==> src/rtl/prm_pkg.sv <==
// rtl/prm_pkg.sv - shared types for the PRM edge scanner
package prm_pkg;
  localparam int IDX_W = 15;

  typedef logic [IDX_W-1:0] prm_idx_t;

  typedef enum logic [1:0] {
    IDLE,
    SCAN,
    DRAIN,
    FIN
  } scan_state_t;
endpackage

==> src/rtl/prm_edge_scanner.sv <==
// rtl/prm_edge_scanner.sv - sweeps checker indices, packs edge_mask bits into streamed words
module prm_edge_scanner
  import prm_pkg::*;
#(
  parameter int IDX_W  = prm_pkg::IDX_W,
  parameter int CNT_W  = 16,
  parameter int WORD_W = 32
) (
  input  logic                                clk,
  input  logic                                rst_n,
  input  logic                                start,
  input  logic [IDX_W-1:0]                    base_idx,
  input  logic [CNT_W-1:0]                    count,
  output logic [IDX_W-1:0]                    chk_idx,
  input  logic                                chk_mask,
  output logic                                out_valid,
  input  logic                                out_ready,
  output logic [WORD_W-1:0]                   out_data,
  output logic [CNT_W-$clog2(WORD_W)-1:0]     out_addr,
  output logic                                out_last,
  output logic                                busy,
  output logic                                done,
  output logic [CNT_W-1:0]                    hit_cnt
);
  localparam int BIT_W  = $clog2(WORD_W);
  localparam int ADDR_W = CNT_W - BIT_W;

  scan_state_t        state_q, state_d;
  logic [IDX_W-1:0]   idx_q, idx_d;
  logic [CNT_W-1:0]   pos_q, pos_d;
  logic [CNT_W-1:0]   cnt_q, cnt_d;
  logic [WORD_W-1:0]  acc_q, acc_d;
  logic [ADDR_W-1:0]  word_q, word_d;
  logic               out_valid_q, out_valid_d;
  logic [WORD_W-1:0]  out_data_q, out_data_d;
  logic [ADDR_W-1:0]  out_addr_q, out_addr_d;
  logic               out_last_q, out_last_d;
  logic               busy_q, busy_d;
  logic               done_q, done_d;
  logic [CNT_W-1:0]   hit_q, hit_d;

  logic [BIT_W-1:0]   bit_pos;
  logic               is_last;
  logic               word_end;
  logic               out_free;
  logic [WORD_W-1:0]  acc_next;

  assign bit_pos  = pos_q[BIT_W-1:0];
  assign is_last  = (pos_q == cnt_q - CNT_W'(1));
  assign word_end = (bit_pos == BIT_W'(WORD_W - 1)) || is_last;
  assign out_free = !out_valid_q || out_ready;

  always_comb begin
    acc_next          = acc_q;
    acc_next[bit_pos] = chk_mask;
  end

  always_comb begin
    state_d     = state_q;
    idx_d       = idx_q;
    pos_d       = pos_q;
    cnt_d       = cnt_q;
    acc_d       = acc_q;
    word_d      = word_q;
    out_valid_d = out_valid_q && !out_ready;
    out_data_d  = out_data_q;
    out_addr_d  = out_addr_q;
    out_last_d  = out_last_q;
    busy_d      = busy_q;
    done_d      = 1'b0;
    hit_d       = hit_q;

    case (state_q)
      IDLE: begin
        if (start) begin
          idx_d   = base_idx;
          cnt_d   = count;
          pos_d   = '0;
          acc_d   = '0;
          word_d  = '0;
          hit_d   = '0;
          busy_d  = 1'b1;
          // An empty sweep passes through DRAIN (nothing pending) so done lands in cycle 2.
          state_d = (count == '0) ? DRAIN : SCAN;
        end
      end
      SCAN: begin
        // A completed word that cannot be handed off holds the index; the sample repeats next cycle.
        if (!(word_end && !out_free)) begin
          hit_d = hit_q + {{(CNT_W-1){1'b0}}, chk_mask};
          idx_d = idx_q + IDX_W'(1);
          pos_d = pos_q + CNT_W'(1);
          if (word_end) begin
            out_valid_d = 1'b1;
            out_data_d  = acc_next;
            out_addr_d  = word_q;
            out_last_d  = is_last;
            word_d      = word_q + ADDR_W'(1);
            acc_d       = '0;
          end else begin
            acc_d = acc_next;
          end
          if (is_last) begin
            state_d = DRAIN;
          end
        end
      end
      DRAIN: begin
        if (out_free) begin
          state_d = FIN;
          done_d  = 1'b1;
          busy_d  = 1'b0;
        end
      end
      FIN: begin
        state_d = IDLE;
      end
      default: state_d = IDLE;
    endcase
  end

  always_ff @(posedge clk or negedge rst_n) begin
    if (!rst_n) begin
      state_q     <= IDLE;
      idx_q       <= '0;
      pos_q       <= '0;
      cnt_q       <= '0;
      acc_q       <= '0;
      word_q      <= '0;
      out_valid_q <= 1'b0;
      out_data_q  <= '0;
      out_addr_q  <= '0;
      out_last_q  <= 1'b0;
      busy_q      <= 1'b0;
      done_q      <= 1'b0;
      hit_q       <= '0;
    end else begin
      state_q     <= state_d;
      idx_q       <= idx_d;
      pos_q       <= pos_d;
      cnt_q       <= cnt_d;
      acc_q       <= acc_d;
      word_q      <= word_d;
      out_valid_q <= out_valid_d;
      out_data_q  <= out_data_d;
      out_addr_q  <= out_addr_d;
      out_last_q  <= out_last_d;
      busy_q      <= busy_d;
      done_q      <= done_d;
      hit_q       <= hit_d;
    end
  end

  assign chk_idx   = idx_q;
  assign out_valid = out_valid_q;
  assign out_data  = out_data_q;
  assign out_addr  = out_addr_q;
  assign out_last  = out_last_q;
  assign busy      = busy_q;
  assign done      = done_q;
  assign hit_cnt   = hit_q;
endmodule

==> config.mk <==
export PLATFORM = sky130hd
export DESIGN_NAME = prm_edge_scanner
export DESIGN_NICKNAME = d
export VERILOG_FILES = /design/src/rtl/prm_pkg.sv /design/src/rtl/prm_edge_scanner.sv
export SDC_FILE = /design/constraint.sdc
export NUM_CORES = 1
export LEC_CHECK = 0
export ABC_CLOCK_PERIOD_IN_PS = 2900
export CORE_ASPECT_RATIO = 0.8
export CORE_MARGIN = 2
export CORE_UTILIZATION = 30
export CTS_CLUSTER_SIZE = 20
export DETAILED_ROUTE_END_ITERATION = 10
export GPL_TIMING_DRIVEN = 1
export PLACE_DENSITY = 0.56
export SYNTH_ARGS = -nofsm -noshare
export SYNTH_HDL_FRONTEND = slang
export SYNTH_SLANG_ARGS = --single-unit
==> constraint.sdc <==
create_clock -name clk -period 2.9 [get_ports clk]
set_input_delay 0.58 -clock clk [delete_from_list [all_inputs] [get_ports clk]]
set_output_delay 0.58 -clock clk [all_outputs]
set_load 0.02 [all_outputs]
# Yosys cells after proc, flatten, opt, wreduce, memory -nomap -nowiden
# Index checks and enable logic that the tools add are counted.
[op_classes]
mux = 33
magnitude_cmp = 2
n_addsub = 5
eq_ne = 10
bitwise_logic = 1
reduce_logical = 18
[op_table]
columns = ["operator", "count"]
rows = [
  ["$mux W32", 3],
  ["$pmux W16 S2", 2],
  ["$pmux W32 S2", 1],
  ["$mux W16", 3],
  ["$mux W11", 3],
  ["$bwmux W32", 1],
  ["$mux W15", 2],
  ["$pmux W15 S2", 1],
  ["$pmux W11 S2", 1],
  ["$add A16 B1 Y16", 1],
  ["$add A16 B1 Y16 const B", 1],
  ["$eq A16 B16 Y1", 1],
  ["$logic_not A16 Y1", 1],
  ["$sub A16 B1 Y16 const B", 1],
  ["$add A15 B1 Y15 const B", 1],
  ["$add A11 B1 Y11 const B", 1],
  ["$mux W2", 5],
  ["$ne A2 B2 Y1 const B", 5],
  ["$reduce_and A3 Y1", 3],
  ["$mux W1", 8],
  ["$pmux W2 S4", 1],
  ["$reduce_and A4 Y1", 2],
  ["$lt A5 B6 Y1 const B", 1],
  ["$demux W1 S5", 1],
  ["other kinds (12)", 19],
]
[word_totals]
input_bits = 36
output_inout_bits = 78
reg_bits = 155
word_cells = 82

# Depth between registers and ports, before layout
[depth]
ltp_word = 8
mapped_depth = 13
ltp_nobuf = 10

# Least setup slack after synthesis
# No wires, ideal clock.
[synth_path]
path_kind = "flip-flop to flip-flop"
startpoint = "reg cnt_q[0]"
endpoint = "reg idx_q[6], in the netlist chk_idx[6]"
path_buffers = 3
setup_time_ps = 125
path_stages_with_launch = 14
required_time_ps = 2775
arrival_time_ps = 2979
synth_period_minus_slack_ps = 3104
path_slack_ps = -204
cell_sequence = "dfrtp_1 > inv_1 > ha_1 > or4bb_1 > nand2_1 > o211ai_1 > or4_4 > or4_4 > nand3_2 > buf_6 > buf_8 > buf_8 > mux2i_1 > nor2_1"
[synth_via]
elab_chain_len = 6
[synth_lines]
columns = ["element", "line_no", "source"]
rows = [
  ["start, declared", "prm_edge_scanner.sv:31", "logic [CNT_W-1:0] cnt_q, cnt_d;"],
  ["start signal, assigned", "prm_edge_scanner.sv:141", "cnt_q <= cnt_d;"],
  ["$sub A16 B1 Y16", "prm_edge_scanner.sv:49", "assign is_last = (pos_q == cnt_q - CNT_W'(1));"],
  ["$eq A16 B16 Y1", "prm_edge_scanner.sv:49", ""],
  ["$logic_or A1 B1 Y1", "prm_edge_scanner.sv:50", "assign word_end = (bit_pos == BIT_W'(WORD_W - 1)) || is_last;"],
  ["$logic_and A1 B1 Y1", "prm_edge_scanner.sv:89", "if (!(word_end && !out_free)) begin"],
  ["$ne A2 B2 Y1 (no line)", "-", ""],
  ["$reduce_and A3 Y1 (no line)", "-", ""],
  ["end signal, assigned", "prm_edge_scanner.sv:139", "idx_q <= idx_d;"],
  ["end, declared", "prm_edge_scanner.sv:29", "logic [IDX_W-1:0] idx_q, idx_d;"],
]
# No other way between the ends.
# A chain may end at the register's enable or synchronous reset.

# Worst setup path in the final report
[layout_path]
startpoint = "reg cnt_q[10]"
endpoint = "reg word_q[8]"
[layout_via]
elab_chain_len = 6
word_cells_on_any_way = 7
cone_classes = "add/sub (1); eq/ne (3); reduce/logical (3)"
[layout_lines]
columns = ["element", "line_no", "source"]
rows = [
  ["$sub A16 B1 Y16 (*)", "prm_edge_scanner.sv:49", ""],
  ["$eq A16 B16 Y1 (*)", "prm_edge_scanner.sv:49", ""],
  ["$logic_or A1 B1 Y1 (*)", "prm_edge_scanner.sv:50", ""],
  ["$logic_and A1 B1 Y1", "prm_edge_scanner.sv:89", ""],
  ["$ne A2 B2 Y1 (no line)", "-", ""],
  ["$reduce_and A4 Y1 (no line) (*)", "-", ""],
  ["end signal, assigned", "prm_edge_scanner.sv:143", "word_q <= word_d;"],
  ["end, declared", "prm_edge_scanner.sv:33", "logic [ADDR_W-1:0] word_q, word_d;"],
]
# Mark *: on every way between the ends. The rest lies on a longest branch, timed or not.

==> impl_metrics.toml <==
[setup_path]
cp.arrival_ps = 3440
path_class = "reg2reg"
cp_num_buf_inv = 3
critical-path-slowest-cell = "sky130_fd_sc_hd__or4_4"
worst-endpoint-required_ps = 3260
worst-path-max-fanout = 6
crit_path_frequent_cell = "sky130_fd_sc_hd__buf_6"
critical_path.endpoint_type = "flop"
critical_path.max_stage_delay_ps = 580
worstPathCellList = "or4_4 > buf_6 > xor2_1 > o22ai_2 > nand2_2 > nor4_4 > buf_4 > nor3_4 > buf_6 > or4_1 > a21oi_2"
critical_path.top_delay_family = "simple AND/OR/NAND/NOR gates"
cp-start-kind = "flop"

[timing]
setup-violations-final = 119
finalClockSkew_ps = 11.7
grt_setup_unrepaired = "yes"
final_critical_path_setup_slack_ps = -176
final_max_slew_viol_count = 0
post-route-period-util_pct = 106
worst-slew-pin-transition_ps = 613
min_period_ps = 3080
fmax_mhz = 325
final-hold-violation-count = 0
worst_hold_slack_ps = 126
worst_slew_margin_pct = 59.1

[synthesis]
yosysUniqueCellTypes = 57
post_syn_area_mm2 = 0.00827
mappedNetlistNets = 914
ys_ff_latch = 155
postSynth.asyncResetShare_pct = 100
ys_warn_count = 0
synth.yosys.seq_area_share_pct = 46.9
dominant_register_cell_in_the_synthesized_netlist = "sky130_fd_sc_hd__dfrtp_1"
cells_after_synth = 865
synth_edf_count = 0
syn_area_cell_um2 = 9.56

[clock_network]
clk_latency_ps = 430
cts.sink_count = 155
cts.path.max_buffers = 2
clock_transition_at_the_registers_of_the_reported_paths_ps = 60
cts.htree.levels = 4
hold_buffers_post_cts = 0
cts_inserted_buffers = 17
cts_root_buffer = "sky130_fd_sc_hd__clkbuf_16"
tritoncts = "yes"

[placed_design]
placed_area_mm2 = 0.0103
port_buffers = 113
placed_instance_count = 1359
pre_cts_ws_ps = -224
gp_congestion = 0.792
post-dp-hpwl_um = 16100

[flow_run]
max_cap_viol_count = 0

[detailed_routing]
dr_total_vias = 7509
route.antenna.remaining_nets = 0
postRouteWirelength_um = 26300
drt_first_iter_violations = 501
avgViaCountPerCell = 5.22
drc_violations = 0
routedWlPerCell_um = 18.3
drt_first_pass_iters = 5

[die]
area_inside_the_core_boundary_mm2 = 0.0272
die_w_um = 190
fp.dieArea_mm2 = 0.0289
die_y_um = 153
start_util_pct = 30.5
row_count = 54
floorplan.io_pins = 114

[finish]
area.growth.synth_to_final_pct = 51.2
design_area_mm2 = 0.0125
nFillCells = 2523
share_of_post_route_cells_with_drive_strength_above_1_pct = 32.1
sequential_standard_cell_area_mm2 = 0.00388
finalNetCount = 1112
final_cell_count_no_fill = 1439
multiInputGateArea_mm2 = 0.00471
final_core_util_pct = 46.0
insertedDiodeCount = 0

[power]
peakVddDrop_uv = 414
p_leak_nw = 5.36
power.density_mw_per_mm2 = 431

[grt]
via_count_of_the_first_global_routing_pass = 7227
groute.usage.overall_pct = 17.6
grt_first_pass_wirelength_um = 40400
grt.overflow.total = 0
grt_start_max_net_pins = 55
antenna_found_initial = 0

[worst_hold_path]
min-delay-path-class = "in2async"

[status]
violations_in_the_final_reports = "setup timing"
outcome = "complete, but fails checks"
[logic make-up after synthesis]
family | share of synthesized area (%)
XOR/XNOR | 2.01
flip-flops | 46.9
adder cells (fa/ha/maj) | 1.97
AND/OR/NAND/NOR | 19.0
AO/OA/AOI/OAI | 15.7
buffers and inverters | 5.63
multiplexers | 8.79
[per-layer routing]
layer / vias to the layer above / share of wire, % / GRT usage [%]
met1: 3755 / 51 / 27.3
met4: 0 / 0.98 / 4.17
met5: - / 0 / 0
li1: 3556 / - / -
met2: 177 / 44 / 25.0
met3: 21 / 4.3 / 3.34
[state kept, by name, summed over array words and instances (netlist names)]
name	flops
out_last	1
out_addr	11
hit_cnt	16
cnt_q	16
out_data	32
word_q	11
busy	1
out_valid	1
pos_q	16
chk_idx	15
state_q	2
acc_q	32
done	1
[where the power goes]
| part | leakage [nW] | switching [mW] | internal [mW] |
|---|---|---|---|
| clock | 0.276 | 0.951 | 1.31 |
| combinational | 3.23 | 0.361 | 0.340 |
| sequential | 1.85 | 0.158 | 2.28 |
| total | 5.36 | 1.47 | 3.93 |
[layout make-up]
cell class	count	area share, %
Multi-Input combinational cell	609	37.7
Sequential cell	155	31.0
Timing Repair Buffer	234	21.6
Clock buffer	21	3.68
Tap cell	364	3.64
Inverter	46	1.38
Clock inverter	10	0.921
[what timing repair did]
action / 4_1_cts / 5_1_grt
hold endpoints to repair: 0 / 0
setup endpoints to repair: 127 / 132
pin swaps: 35 / 109
gates resized for setup: 119 / 164
setup buffers: 21 / 10
gates cloned: 13 / 8
[synthesized netlist by cell type (6+ instances only)]
library cell               count  share of area [%]
sky130_fd_sc_hd__dfrtp_1     155                 47
sky130_fd_sc_hd__nand2_1      90                4.1
sky130_fd_sc_hd__a21oi_1      65                3.9
sky130_fd_sc_hd__nand3_1      54                3.3
sky130_fd_sc_hd__o21ai_0      54                3.3
sky130_fd_sc_hd__inv_1        46                2.1
sky130_fd_sc_hd__mux2i_1      40                4.8
sky130_fd_sc_hd__o22ai_1      35                2.6
sky130_fd_sc_hd__clkbuf_1     32                1.5
sky130_fd_sc_hd__nor2_1       32                1.5
sky130_fd_sc_hd__mux2_2       29                3.9
sky130_fd_sc_hd__or4_1        27                2.5
sky130_fd_sc_hd__and3_1       19                1.4
sky130_fd_sc_hd__o31ai_1      18                1.6
sky130_fd_sc_hd__ha_1         13                2.0
sky130_fd_sc_hd__nor4_1       11               0.83
sky130_fd_sc_hd__or3_1        10               0.76
sky130_fd_sc_hd__xnor2_1      10                1.1
sky130_fd_sc_hd__buf_2         9               0.54
sky130_fd_sc_hd__nand4_1       9               0.68
sky130_fd_sc_hd__xor2_1        9               0.95
sky130_fd_sc_hd__nor2b_1       8               0.61
sky130_fd_sc_hd__nor3_1        7               0.42
sky130_fd_sc_hd__o32ai_1       7               0.74
sky130_fd_sc_hd__o211ai_1      6               0.54
[through the flow]
stage	TNS, ps	total power, mW
3_5_place_dp	-18050	3.13
4_1_cts	-5230	5.39
5_1_grt	-21300	5.59
6_report	-8480	5.40
2_1_floorplan	-286	2.74
3_3_place_gp	-11950	3.12
[layout by cell type, fill, tap and decap left out, types with 6 or more instances in the layout]
cell type                           n
sky130_fd_sc_hd__buf_12            16
sky130_fd_sc_hd__buf_6             16
sky130_fd_sc_hd__o22ai_1           28
sky130_fd_sc_hd__and3_1            18
sky130_fd_sc_hd__xnor2_1           10
sky130_fd_sc_hd__ha_1              12
sky130_fd_sc_hd__nand2_1           53
sky130_fd_sc_hd__dfrtp_1          153
sky130_fd_sc_hd__o21ai_1           16
sky130_fd_sc_hd__o211ai_1           6
sky130_fd_sc_hd__xor2_1             9
sky130_fd_sc_hd__nor2b_1            8
sky130_fd_sc_hd__clkdlybuf4s50_1  112
sky130_fd_sc_hd__buf_4             63
sky130_fd_sc_hd__mux2i_1           40
sky130_fd_sc_hd__or4_1             15
sky130_fd_sc_hd__a21oi_2           30
sky130_fd_sc_hd__o21ai_2           28
sky130_fd_sc_hd__o31ai_1            9
sky130_fd_sc_hd__nand3_1           52
sky130_fd_sc_hd__o21ai_0           11
sky130_fd_sc_hd__nand4_1            9
sky130_fd_sc_hd__buf_8              9
sky130_fd_sc_hd__nor4_1             8
sky130_fd_sc_hd__inv_1             44
sky130_fd_sc_hd__o22ai_2            7
sky130_fd_sc_hd__buf_16            10
sky130_fd_sc_hd__a21oi_1           30
sky130_fd_sc_hd__mux2_2            26
sky130_fd_sc_hd__nand2_4           18
sky130_fd_sc_hd__clkbuf_16         25
sky130_fd_sc_hd__o32ai_1            7
sky130_fd_sc_hd__nor2_1            30
sky130_fd_sc_hd__or4_4             15
sky130_fd_sc_hd__nand2_2           19
[final timing paths]
| path | start | end | slack [ps] | cells after the start |
|---|---|---|---|---|
| min reg2reg | out_data[2]$_DFFE_PN0P_ | out_data[2]$_DFFE_PN0P_ | 490 | 2 |
| max in group asynchronous | rst_n | out_data[28]$_DFFE_PN0P_ | 1940 | 2 |
| min in group clk | out_data[2]$_DFFE_PN0P_ | out_data[2]$_DFFE_PN0P_ | 490 | 2 |
| max reg2reg | cnt_q[10]$_DFFE_PN0P_ | word_q[8]$_DFFE_PN0P_ | -180 | 11 |
| min | rst_n | hit_cnt[15]$_DFFE_PN0P_ | 130 | 1 |
| max | cnt_q[10]$_DFFE_PN0P_ | word_q[8]$_DFFE_PN0P_ | -180 | 11 |
(Power assumes the default switching activity.)
